## config.mk

```make
export PLATFORM = sky130hd
export DESIGN_NAME = dmem_arbiter
export DESIGN_NICKNAME = d
export VERILOG_FILES = /design/src/rtl/dmem_arbiter.sv
export SDC_FILE = /design/constraint.sdc
export NUM_CORES = 1
export LEC_CHECK = 0
export CAP_MARGIN = 10
export CORE_AREA = 2 2 123 125
export DETAILED_ROUTE_END_ITERATION = 7
export DIE_AREA = 0 0 125 127
export GPL_ROUTABILITY_DRIVEN = 0
export PLACE_DENSITY = 0.69
export SLEW_MARGIN = 15
export SYNTH_ARGS = -nofsm -noshare
export SYNTH_HDL_FRONTEND = slang
export SYNTH_SLANG_ARGS = --single-unit
```

## constraint.sdc

```tcl
create_clock -name clk -period 2.5 [get_ports clk]
set_clock_uncertainty 0.2 [all_clocks]
set_input_delay 0.625 -clock clk [delete_from_list [all_inputs] [get_ports clk]]
set_output_delay 0.625 -clock clk [all_outputs]
set_load 0.1 [all_outputs]
```

## src/rtl/dmem_arbiter.sv

```systemverilog
// Two-port arbiter/sequencer for the single data-memory port: each access is a read phase, stores add a write phase.
// Optional macro DMEM_ARB_MISALIGN_CHK_EN answers misaligned requests with an error and no memory access.
module dmem_arbiter #(
    parameter int addrWidth  = 32,
    parameter int dataWidth  = 32,
    parameter bit strictPrio = 1'b0
) (
    input  logic                 clk,
    input  logic                 rstn,
    input  logic                 p0Valid,
    output logic                 p0Ready,
    input  logic [addrWidth-1:0] p0Addr,
    input  logic [2:0]           p0Op,
    input  logic                 p0We,
    input  logic [dataWidth-1:0] p0Wdata,
    output logic                 p0RspValid,
    output logic [dataWidth-1:0] p0RspData,
    output logic                 p0RspErr,
    input  logic                 p1Valid,
    output logic                 p1Ready,
    input  logic [addrWidth-1:0] p1Addr,
    input  logic [2:0]           p1Op,
    input  logic                 p1We,
    input  logic [dataWidth-1:0] p1Wdata,
    output logic                 p1RspValid,
    output logic [dataWidth-1:0] p1RspData,
    output logic                 p1RspErr,
    output logic [addrWidth-1:0] memAddr,
    output logic [dataWidth-1:0] memDin,
    output logic [2:0]           memOp,
    output logic                 memWe,
    output logic                 memRd,
    input  logic [dataWidth-1:0] memDout,
    output logic                 busy
);
    typedef enum logic [1:0] {IDLE = 2'd0, RD = 2'd1, WR = 2'd2, RSP = 2'd3} state_t;

    state_t               state_reg, state_next;
    logic                 rr_ptr_reg;
    logic                 port_reg;
    logic                 we_reg;
    logic                 err_reg;
    logic [addrWidth-1:0] addr_reg;
    logic [2:0]           op_reg;
    logic [dataWidth-1:0] wdata_reg;

    logic                 grant_valid;
    logic                 grant_port;
    logic [addrWidth-1:0] sel_addr;
    logic [2:0]           sel_op;
    logic                 sel_we;
    logic [dataWidth-1:0] sel_wdata;
    logic                 sel_err;
    logic [dataWidth-1:0] rsp_data;
    logic [1:0]           ready_vec;
    logic [1:0]           rsp_vec;

    // Reserved op codes collapse to a word access before they are latched.
    function automatic logic [2:0] norm_op(input logic [2:0] op);
        case (op)
            3'd0, 3'd1, 3'd2, 3'd4, 3'd5: norm_op = op;
            default:                      norm_op = 3'd2;
        endcase
    endfunction

    always_comb begin
        grant_valid = 1'b0;
        grant_port  = 1'b0;
        if (state_reg == IDLE) begin
            if (p0Valid && p1Valid) begin
                grant_valid = 1'b1;
                grant_port  = strictPrio ? 1'b0 : ~rr_ptr_reg;
            end else if (p0Valid) begin
                grant_valid = 1'b1;
            end else if (p1Valid) begin
                grant_valid = 1'b1;
                grant_port  = 1'b1;
            end
        end
    end

    always_comb begin
        sel_addr  = grant_port ? p1Addr  : p0Addr;
        sel_op    = norm_op(grant_port ? p1Op : p0Op);
        sel_we    = grant_port ? p1We    : p0We;
        sel_wdata = grant_port ? p1Wdata : p0Wdata;
        sel_err   = 1'b0;
`ifdef DMEM_ARB_MISALIGN_CHK_EN
        case (sel_op)
            3'd1, 3'd5: sel_err = sel_addr[0];
            3'd2:       sel_err = |sel_addr[1:0];
            default:    sel_err = 1'b0;
        endcase
`endif
    end

    always_ff @(posedge clk) begin
        if (!rstn) begin
            state_reg  <= IDLE;
            rr_ptr_reg <= 1'b0;
            port_reg   <= 1'b0;
            we_reg     <= 1'b0;
            err_reg    <= 1'b0;
            addr_reg   <= '0;
            op_reg     <= '0;
            wdata_reg  <= '0;
        end else begin
            state_reg <= state_next;
            if (grant_valid) begin
                rr_ptr_reg <= grant_port;
                port_reg   <= grant_port;
                we_reg     <= sel_we;
                err_reg    <= sel_err;
                addr_reg   <= sel_addr;
                op_reg     <= sel_op;
                wdata_reg  <= sel_wdata;
            end
        end
    end

    always_comb begin
        state_next = state_reg;
        case (state_reg)
            IDLE:    if (grant_valid) state_next = sel_err ? RSP : RD;
            RD:      state_next = we_reg ? WR : RSP;
            WR:      state_next = RSP;
            RSP:     state_next = IDLE;
            default: state_next = IDLE;
        endcase
    end

    for (genvar gi = 0; gi < 2; gi++) begin : g_port
        assign ready_vec[gi] = grant_valid && (grant_port == 1'(gi));
        assign rsp_vec[gi]   = (state_reg == RSP) && (port_reg == 1'(gi));
    end

    always_comb begin
        memRd   = (state_reg == RD);
        memWe   = (state_reg == WR);
        busy    = (state_reg != IDLE);
        memAddr = '0;
        memDin  = '0;
        memOp   = '0;
        if (state_reg != IDLE) begin
            memAddr = addr_reg;
            memDin  = wdata_reg;
            memOp   = op_reg;
        end
        // Stores and rejected requests return zero data.
        rsp_data   = (we_reg || err_reg) ? '0 : memDout;
        p0Ready    = ready_vec[0];
        p1Ready    = ready_vec[1];
        p0RspValid = rsp_vec[0];
        p1RspValid = rsp_vec[1];
        p0RspData  = rsp_vec[0] ? rsp_data : '0;
        p1RspData  = rsp_vec[1] ? rsp_data : '0;
        p0RspErr   = rsp_vec[0] && err_reg;
        p1RspErr   = rsp_vec[1] && err_reg;
    end
endmodule

```

# Word-level counts from Yosys, hierarchy flattened
# Index checks and enable logic that the tools add are counted.
# totals
reg_bits	71
in_bits	172
# op_classes
bitwise	2
n_reduce_logical	9
mux	21
n_eq_ne	8
# ops
operator	n
2-to-1 mux 32 bit	7
2-to-1 mux 1 bit	9
2-to-1 mux 3 bit	3
one-hot mux 2 bit (4 select lines)	1
equality test 3 bit (second input constant)	2
logical AND 1 bit	5
OR reduction 5 bit	1
equality test 2 bit (second input constant)	2
equality test 3 x 1 -> 1 bit (second input constant)	1
equality test 3 x 2 -> 1 bit (second input constant)	1
logical NOT 3 bit	1
equality test 2 x 1 -> 1 bit (second input constant)	1
logical NOT 2 bit	1
2-to-1 mux 2 bit	1
!= test 2 bit (second input constant)	1
inverter 1 bit	2
nonzero test 2 bit	1

# Depth between registers and ports, before layout
# logic_depth
ltp_word	8
ltp_mapped	9
mapped_depth_nobuf	6

# Least setup slack after synthesis
# Ideal clock, no wire load.
# synth_path
path_type	reg2out
start	reg state_reg[0]
end	out p0Ready
setup_slack_ns	-1.684
n_path_buf	2
arrival_ns	3.359
stages_incl_launch_ff	8
required_time_ns	1.675
cell_sequence	dfxtp_1 -> inv_1 -> ha_1 -> buf_4 -> nand3_2 -> inv_2 -> buf_2 -> nor3_1
# synth_via
elab_chain_len	4
# synth_lines
item	line	text
from (decl)	38	state_t state_reg, state_next;
from (signal assigned)	108	state_reg <= state_next;
logical NOT 2 bit (*)	69	if (state_reg == IDLE) begin
2-to-1 mux 1 bit	69	
inverter 1 bit	133	assign ready_vec[gi] = grant_valid && (grant_port == 1'(gi));
logical AND 1 bit (*)	133	
to (decl)	11	output logic p0Ready,
# Mark *: on every way between the ends. The rest lies on a longest branch, timed or not.

# Worst setup path after layout
# layout_path
start	reg state_reg[1]
end	out p0RspData[6]
# layout_via
elab_chain_len	3
# layout_lines
item	line	text
equality test 2 bit	134	assign rsp_vec[gi] = (state_reg == RSP) && (port_reg == 1'(gi));
logical AND 1 bit	134	
2-to-1 mux 32 bit	155	p0RspData = rsp_vec[0] ? rsp_data : '0;
to (decl)	17	output logic [dataWidth-1:0] p0RspData,
# No other way between the ends.

==> results.toml <==
[clocking]
holdBufCountCts = 0
clkSlewWorstSetupHoldPaths_ns = 0.06
root_buffer = "clkbuf_16"
cts_buffers = 9
cts_tree = "yes"
clock-sinks = 71
htreeDepth = 3
clkLatencyLatePin_ns = 0.33
clockBufferDepth = 2

[critical_path]
startpoint = "state_reg[1]"
endpoint_kind = "output port"
r2r_start = "state_reg[0]"
ff2ff_path_depth = 7
reg2reg_slack_ns = 0.51
rr_endpoint = "wdata_reg[4]"
worst_ep_arrival_time_ns = 1.66
crit_fanout = 33
crit_end = "p0RspData[6]"
criticalPathCategory = "reg2out"
cp.required_ns = 1.67
critPathLaunchType = "flop"

[global_route]
first_global_vias = 5070
grt_first_pass_wirelength_um = 27500
grt_max_degree = 68
grtUsageTotal_pct = 21.7
grt_overflow_total = 0
antenna_found_initial = 0

[routing]
drtAntennaViolNets = 0
wl_per_cell_um = 16.3
routed_wl_um = 17500
first_pass_iters = 4
via_count = 5158
drtIter0Drc = 144
drc_errors = 0
drt-vias-per-instance = 4.80

[logic_synthesis]
yosys_most_used_dff = "dfxtp_1"
synth_largest_area_cell = "dfxtp_1"
synth.cell_area_um2 = 4040
yosysMostFrequentCell = "nand2_1"
synth.area.top_cells = "dfxtp_1, nand2_1, nor2b_1"
async_flop_share_pct = 0
syn_area_per_cell_um2 = 6.85
synth_edf_count = 0
netlist.area_leader.share_pct = 35.1
ys_types = 25
syn_inst = 590
synth-seq-area-share_pct = 35.1
yosys_warnings = 0
synth_common_cells = "nand2_1, dfxtp_1, nor2b_1"
ys_ff_latch = 71

[sta]
worst_pin_slew_ns = 0.719
max_freq_ghz = 0.402
drv_slew = 0
setup_violations = 0
min_period_ns = 2.49
rsz0062_at_grt = "true"
period_share_pct = 99.5
holdWs_ns = 0.273
hold_viol = 0
slew_headroom_pct = 52.1

[place]
io_buffers = 309
dp_cells = 1050
dpl.hpwl_um = 13100
place_area_um2 = 9510

[power_and_ir_drop]
p_total_w = 0.00969
ir_drop_v = 0.000651
p_leak_nw = 3.83
power-per-cell-area_nw_per_um2 = 962

[floorplanning]
initial_core_util_pct = 28.0
io_pins = 312
rows = 44
die_h_um = 127
core_um2 = 14400
dieWidth_um = 125
dieArea_um2 = 15900

[job]
drv_cap = 0

[cells_and_area]
layout.cells.non_filler = 1075
fill_cells = 1072
drive_gt1_share_pct = 36.0
final_cell_area_um2 = 10100
area_growth_pct = 149
antenna_cells = 0
fin_nets = 1063

[hold_path]
hold_path_class = "reg2reg"

[run_status]
status = "finished clean"
-- worst max-delay path, cell delays in order, from the launching register on --
cell and delay, ns:
dfxtp_4 0.34, buf_4 0.13, ha_4 0.16, nand2b_1 0.09
buf_12 0.20, nor2_1 0.19, buf_12 0.20
-- final cells by class --
class | count | area (µm²) | area share [%]
clock buffer | 9 | 225 | 2.24
clock inverter | 6 | 134 | 1.33
inverter | 8 | 30.0 | 0.298
multi-input combinational | 457 | 3160 | 31.4
sequential | 71 | 1430 | 14.2
tap | 184 | 230 | 2.29
timing repair buffer | 340 | 4860 | 48.3
-- metrics by stage --
step                      util (%)  TNS, ns  setup slack [ns]
final                         69.8        0            0.0131
after global routing          69.8   -0.321           -0.0425
after CTS                     69.3        0          0.000722
after detailed placement      65.9    -3.51            -0.135
after global placement        65.9    -1.90            -0.124
after floorplan                  -   -14.82            -0.465
-- cells by family after synthesis --
family	count (synthesis)	synth area share, %
muxes	3	0.743
buffers and inverters	63	7.74
and+or+nand+nor	308	35.4
other	1	0.0927
DFF	71	35.1
adders and majority gates	4	1.24
AOI/OAI and AO/OA	140	19.6
-- cell usage in the layout (no fill, tap or decap), types with 17 or more instances in the layout --
master,synthesis,routed
dfxtp_1,71,69
o21ai_0,57,57
buf_4,9,17
a31oi_1,66,66
nor2b_4,0,67
clkdlybuf4s50_1,0,168
nor2_2,0,27
nand2b_1,34,34
nor2_4,1,31
buf_12,0,146
nand2_1,134,133
-- per-layer routing --
metal | global-route usage [%] | vias up | wire [µm] | share of wire, %
li1 | - | 2541 | - | -
met1 | 25.3 | 2383 | 6980 | 40
met2 | 39.3 | 215 | 8930 | 51
met3 | 6.28 | 19 | 1330 | 7.6
met4 | 5.75 | 0 | 290 | 1.7
met5 | 0 | - | 0 | 0
-- how the worst min path moves through the flow --
stage                    from         to  slack (ns)  cells after the start
CTS                 op_reg[2]  op_reg[2]        0.27                      2
floorplan           op_reg[2]  op_reg[2]        0.25                      2
detailed placement  op_reg[2]  op_reg[2]        0.26                      2
finish              op_reg[2]  op_reg[2]        0.27                      2
global placement    op_reg[2]  op_reg[2]        0.26                      2
global route        op_reg[2]  op_reg[2]        0.29                      2
-- where the power goes --
| group | switching, W | total, W | internal [W] |
|---|---|---|---|
| Combinational | 0.00405 | 0.00646 | 0.00242 |
| Sequential | 0.000171 | 0.00165 | 0.00148 |
| Clock | 0.000511 | 0.00158 | 0.00107 |
-- what timing repair did --
| item | in CTS | in global routing |
|---|---|---|
| gates resized for setup | 16 | 27 |
| buffers inserted | 10 | 0 |
| cloned | 1 | 0 |
| pin swaps | 2 | 1 |
| endpoints found under the setup margin | 103 | 70 |
Power figures use the tool's default switching activity.
